$ cat src/rtl/reorder_buffer.sv
// Reorder buffer: 16-entry circular queue that allocates at issue, collects
// results from the CDB and retires in program order. A mispredicted branch
// reaching the head raises flush and empties the buffer.
// Optional feature: define ROB_OPERAND_BYPASS_EN to build the operand lookup
// ports; otherwise they are tied to zero and no lookup muxes exist.
module reorder_buffer #(
  parameter int DEPTH  = 16,
  parameter int DATA_W = 32,
  localparam int TAG_W = $clog2(DEPTH)
) (
  input  logic              clk,
  input  logic              reset,
  // issue
  input  logic              issue_valid,
  input  logic              issue_writes,
  input  logic [4:0]        issue_dest,
  input  logic              issue_is_store,
  input  logic              stall,
  output logic [TAG_W-1:0]  issue_ROB,
  output logic              rob_full,
  // writeback
  input  logic              cdb_valid,
  input  logic [TAG_W-1:0]  cdb_ROB,
  input  logic [DATA_W-1:0] cdb_value,
  input  logic              cdb_mispredict,
  // commit
  output logic              commit_valid,
  output logic [TAG_W-1:0]  commit_ROB,
  output logic [4:0]        commit_dest,
  output logic              RegWrite,
  output logic [DATA_W-1:0] commit_value,
  output logic              mem_commit,
  output logic              flush,
  // operand lookup
  input  logic [TAG_W-1:0]  lk_tag_j,
  input  logic [TAG_W-1:0]  lk_tag_k,
  output logic              lk_ready_j,
  output logic              lk_ready_k,
  output logic [DATA_W-1:0] lk_value_j,
  output logic [DATA_W-1:0] lk_value_k
);

  localparam logic [TAG_W:0] FULL_COUNT = (TAG_W+1)'(DEPTH);

  typedef struct packed {
    logic              valid;
    logic              done;
    logic              writes;
    logic              is_store;
    logic              mispredict;
    logic [4:0]        dest;
    logic [DATA_W-1:0] value;
  } rob_entry_t;

  rob_entry_t       rob [DEPTH];
  logic [TAG_W-1:0] head;
  logic [TAG_W-1:0] tail;
  logic [TAG_W:0]   count;
  logic             alloc;

  // Status, issue tag and head-of-queue commit outputs (all combinational)
  always_comb begin
    rob_full     = (count == FULL_COUNT);
    issue_ROB    = tail;
    commit_valid = (count != '0) && rob[head].done;
    commit_ROB   = head;
    commit_dest  = rob[head].dest;
    commit_value = rob[head].value;
    RegWrite     = commit_valid && rob[head].writes && (rob[head].dest != 5'd0);
    mem_commit   = commit_valid && rob[head].is_store;
    flush        = commit_valid && rob[head].mispredict;
    alloc        = issue_valid && !stall && !rob_full && !flush;
  end

  // Queue state: reset/flush clear, else writeback, commit and allocate
  always_ff @(posedge clk) begin
    if (reset || flush) begin
      // a retiring mispredict empties the buffer exactly like reset
      head  <= '0;
      tail  <= '0;
      count <= '0;
      for (int unsigned i = 0; i < DEPTH; i++) begin
        rob[i].valid      <= 1'b0;
        rob[i].done       <= 1'b0;
        rob[i].mispredict <= 1'b0;
      end
    end else begin
      if (cdb_valid && rob[cdb_ROB].valid) begin
        rob[cdb_ROB].done       <= 1'b1;
        rob[cdb_ROB].value      <= cdb_value;
        rob[cdb_ROB].mispredict <= cdb_mispredict;
      end
      if (commit_valid) begin
        rob[head].valid <= 1'b0;
        rob[head].done  <= 1'b0;
        head            <= head + TAG_W'(1);
      end
      // the tail slot is never valid while allocating, so no writeback overlap
      if (alloc) begin
        rob[tail].valid      <= 1'b1;
        rob[tail].done       <= 1'b0;
        rob[tail].mispredict <= 1'b0;
        rob[tail].writes     <= issue_writes;
        rob[tail].is_store   <= issue_is_store;
        rob[tail].dest       <= issue_dest;
        tail                 <= tail + TAG_W'(1);
      end
      case ({alloc, commit_valid})
        2'b10:   count <= count + (TAG_W+1)'(1);
        2'b01:   count <= count - (TAG_W+1)'(1);
        default: count <= count;
      endcase
    end
  end

`ifdef ROB_OPERAND_BYPASS_EN
  // Operand lookup from registered entry state only
  always_comb begin
    lk_ready_j = rob[lk_tag_j].valid && rob[lk_tag_j].done;
    lk_ready_k = rob[lk_tag_k].valid && rob[lk_tag_k].done;
    lk_value_j = rob[lk_tag_j].value;
    lk_value_k = rob[lk_tag_k].value;
  end
`else
  logic unused_lk_tags;

  // Lookup disabled: outputs held at zero
  always_comb begin
    lk_ready_j     = 1'b0;
    lk_ready_k     = 1'b0;
    lk_value_j     = '0;
    lk_value_k     = '0;
    unused_lk_tags = ^{lk_tag_j, lk_tag_k};
  end
`endif

endmodule

$ cat config.mk
export PLATFORM = sky130hd
export DESIGN_NAME = reorder_buffer
export DESIGN_NICKNAME = d
export VERILOG_FILES = /design/src/rtl/reorder_buffer.sv
export SDC_FILE = /design/constraint.sdc
export NUM_CORES = 1
export LEC_CHECK = 0
export CAP_MARGIN = 20
export CORE_MARGIN = 1.5
export CORE_UTILIZATION = 30
export DETAILED_ROUTE_END_ITERATION = 8
export HOLD_SLACK_MARGIN = 0.12
export MAX_ROUTING_LAYER = met4
export PLACE_DENSITY_LB_ADDON = 0.08
export RECOVER_POWER = 100
export REMOVE_ABC_BUFFERS = 1
export SYNTH_ARGS = -nofsm -noshare
export SYNTH_HDL_FRONTEND = slang
export SYNTH_SLANG_ARGS = --single-unit
export TNS_END_PERCENT = 1
$ cat constraint.sdc
create_clock -name clk -period 5.4 [get_ports clk]
set_input_delay 1.08 -clock clk [delete_from_list [all_inputs] [get_ports clk]]
set_output_delay 1.08 -clock clk [all_outputs]
set_load 0.03 [all_outputs]
# --- Word-level counts from Yosys, hierarchy flattened ---
# Memory sizes are Yosys's and may differ from the RTL's. A register that Yosys moved wholly into a read port is not among the register bits.
# Cells that the tools add are included.
word_totals:
  register_bits: 13
  mem_bits_rw: 672
  inputBits: 57
  out_inout_bits: 116
  memories: 1
classes:
  n_addsub: 4
  n_eq_ne: 3
  mux: 23
  reduce_logical: 19
mem_list:
  columns: ["name", "depth", "width", "read_ports", "rd_clocked_by_memory_dff", "wr", "line_no", "source"]
  rows:
  - ["rob", 16, 42, 2, 1, 16, "55", "rob_entry_t rob [DEPTH];"]
op_table:
  columns: ["cell", "count"]
  rows:
  - ["$mux 42", 3]
  - ["$reduce_or 42->1", 3]
  - ["$mux 4", 6]
  - ["$mux 1", 11]
  - ["$pmux 5 s2", 1]
  - ["$reduce_bool 5->1", 2]
  - ["$logic_and 1x1->1", 9]
  - ["$add 4x1->4 const B", 2]
  - ["$mux 3", 2]
  - ["$add 5x1->5 const B", 1]
  - ["$eq 5x5->1 const B", 1]
  - ["$sub 5x1->5 const B", 1]
  - ["$logic_not 1->1", 3]
  - ["$eq 2x1->1 const B", 1]
  - ["$eq 2x2->1 const B", 1]
  - ["$reduce_bool 2->1", 1]
  - ["$logic_or 1x1->1", 1]

# --- Longest topological paths before layout ---
logic_depth:
  ltp_word: 10
  mapped_depth: 17

# --- Worst setup path after synthesis ---
# No wires, ideal clock.
synth_path:
  path_kind: "input port to flip-flop"
  from: "input port cdb_ROB[1]"
  to: "memory rob[13][0] (netlist bit), enable pin"
  setup_time_ps: 461
  arrival_ps: 4038
  required_time_ps: 4939
  path_slack_ps: 901
  path_stages: 4
  path_buffers: 1
  cell_sequence: "clkbuf_1 > mux4_2 > nand3_1 > nor3_1"
synth_lines:
  columns: ["item", "line_no", "source"]
  rows:
  - ["from (decl)", "23", "input logic [TAG_W-1:0] cdb_ROB,"]
  - ["to (decl)", "55", null]

==> metrics.txt <==
status=complete, but fails checks; Pwr Total=11.2 mW; vias per cell=4.91; WP buf/inv=3; Max Cap Violations=3; Slew HR=-0.143; CTS root buf=clkbuf_16; Post-DP HPWL=39.0 mm; EDFF count, synth=624; Tightest Hold Check Type=reg2reg; top cell family by delay on the critical path=buffers and inverters; syn avg cell area=20.0 um^2; largest family of logic cells by synthesized area=multiplexers; hold buffer count at cts=0; largest net degree at the start of global routing=72; final hold vios=0; PortBufs=98; post-cts resize count=0; final hold slack=0.463 ns; Max Transition Viols Final=84; Starting DRT DRC Count=904; CTS tree=yes; crit start category=register; Cell Rows=110; fin crit share=0.937; post-route ant nets=0; fillers=8,450; P_leak=10.1 nW; CTS max path bufs=3; initial antenna violation count=5; Post-Syn Area=27,500 um^2; WL per Instance=25.9 um; ys async rst share=0; Period minus WS final=5.06 ns; Residual DRC=0; core area=90,400 um^2; Final setup violation count=0; worst vdd ir=0.268 mV; unrepaired setup endpoints after global routing=false; number of global-route vias before repair=14,100; Final nets=1,593; post-synthesis sequential area ratio=0.729; PD cells=347 nW/um^2; xor and xnor area share after synthesis=0.00287; clk_lat worst skew=0.63 ns; Adder-Cell Fraction of Synth Area=0.00619; Arrival @ worst endpoint=3.98 ns; warnings from Yosys=0; Critical Path Slowest Stage Cell=dlygate4sd3_1; detailed-route wire length=71.6 mm; number of distinct library cells after synthesis=62; Detailed Routing Iterations Pass 1=5; clock skew=0.0270 ns; synthesized flop and latch total=689; CP Class=reg2out; total gr overflow=0; I/O pins=173; GRT Resource Usage Total=0.158; Synth Area in Compound Gates=0.0248; Clk pin slew, worst setup/hold paths=0.06 ns; slowest cell delay on critical path=0.76 ns; H-tree Lvls=3; required time of the critical path=4.32 ns; Vias=13,600; Crit. End Element=output pin; die width=306 um; Max FO, Critical Path=25; worst-path cell chain=buf_12 > mux4_1 > nor2_1 > nor3_2 > o21bai_1 > inv_2 > dlygate4sd3_1; gp weighted congestion=0.753; die height=306 um; Synth Area in Simple Gates=0.0355; clock sink total=689; Mapped Cells=1,375; violated checks=capacitance limit, slew limit; cts bufs inserted=80; fraction of layout cells with a size suffix above 1=0.222; Setup Buffers After CTS=0; mux share of post-synthesis cell area=0.169; worst slew pin tran=1.71 ns; first-pass GRT wire length=103 mm; Synth Flop Type=edfxtp_1; die area=93,400 um^2; Max Clk Rate=198 MHz; initial core utilization=0.304; area grow syn2layout=17.4%
[area by class of cell]
cell class | count | area (um^2) | area share
sequential | 689 | 20100 | 0.621
multi-input combinational | 597 | 6880 | 0.213
timing repair buffer | 137 | 1300 | 0.0402
antenna | 4 | 10.0 | 0.000310
tap | 1176 | 1470 | 0.0456
clock buffer | 104 | 2110 | 0.0655
inverter | 18 | 70.1 | 0.00217
clock inverter | 38 | 375 | 0.0116
[placed cells by master (no fill, tap or decap), drive strengths merged, types with 11 or more instances in the layout]
cell             n
dfxtp           65
nand3           25
and2            11
clkdlybuf4s50   25
conb            66
clkbuf         125
edfxtp         624
a22oi           13
inv             20
ha              12
nor2b           12
nand2           55
a21oi           25
a211oi          12
mux4           201
nor2            61
clkinv          31
buf             18
dlygate4sd3     73
[synthesized netlist by cell type, types with 12 or more instances]
cell type | instances | share of area
clkbuf_1 | 36 | 0.0049
a22oi_1 | 13 | 0.0036
a211oi_1 | 12 | 0.0033
nand2_1 | 55 | 0.0075
buf_4 | 67 | 0.018
mux4_2 | 190 | 0.16
a21oi_1 | 25 | 0.0046
edfxtp_1 | 624 | 0.68
nor2b_1 | 12 | 0.0027
nand3_1 | 25 | 0.0046
nor2_1 | 61 | 0.0083
inv_1 | 17 | 0.0023
dfxtp_1 | 65 | 0.047
ha_1 | 12 | 0.0055
buf_2 | 22 | 0.0040
[flip-flops by register name (all words and copies together) (netlist names), named ones only]
| register | count |
|---|---|
| issue_ROB | 4 |
| rob | 672 |
| count | 5 |
| commit_ROB | 4 |
[power breakdown]
part           switching, mW  internal, mW  leakage (nW)
registers            0.00422          5.81          6.13
logic                  0.174        0.0449          2.79
clock network           2.18          2.97          1.20
[per-layer routing]
| layer | part of all wire | GRT usage |
|---|---|---|
| met5 | 0 | - |
| met2 | 0.50 | 0.259 |
| met4 | 0.019 | 0.0374 |
| met3 | 0.038 | 0.0250 |
| met1 | 0.44 | 0.206 |
[final timing paths]
check	from	endpoint	slack, ns	cells after the start
worst max register to register	register	rob[15][5]	0.49	9
worst min-delay path	rob[0][41]	rob[0][41]	0.46	1
worst max-delay path	register	flush	0.34	7
worst min register to register	rob[0][41]	rob[0][41]	0.46	1
[worst register-to-register path, delay by kind of cell (launching register included)]
family          cells  cell delay [ns]
mux                 1             0.61
simple gates        3             0.62
buf+inv             4             2.09
compound gates      1             0.44
flops               1             0.70
[kinds of logic after synthesis]
family / Yosys count
mux: 208
simple gates: 203
xor+xnor: 9
buf+inv: 154
other cells: 1
compound gates: 98
fa+ha+maj: 13
flops: 689
[metrics by stage]
step,std cells,cell area [um^2],setup WS [ns],TNS [ns],util
after floorplan,1304,26900,-5.84,-3297.17,-
after global placement,2617,30000,0.991,0,0.331
after detailed placement,2617,30000,1.00,0,0.331
after CTS,2759,32400,0.333,0,0.359
after global routing,2761,32300,0.103,0,0.357
final,2763,32300,0.341,0,0.357
Note: power is estimated with default switching activity, not from simulation.
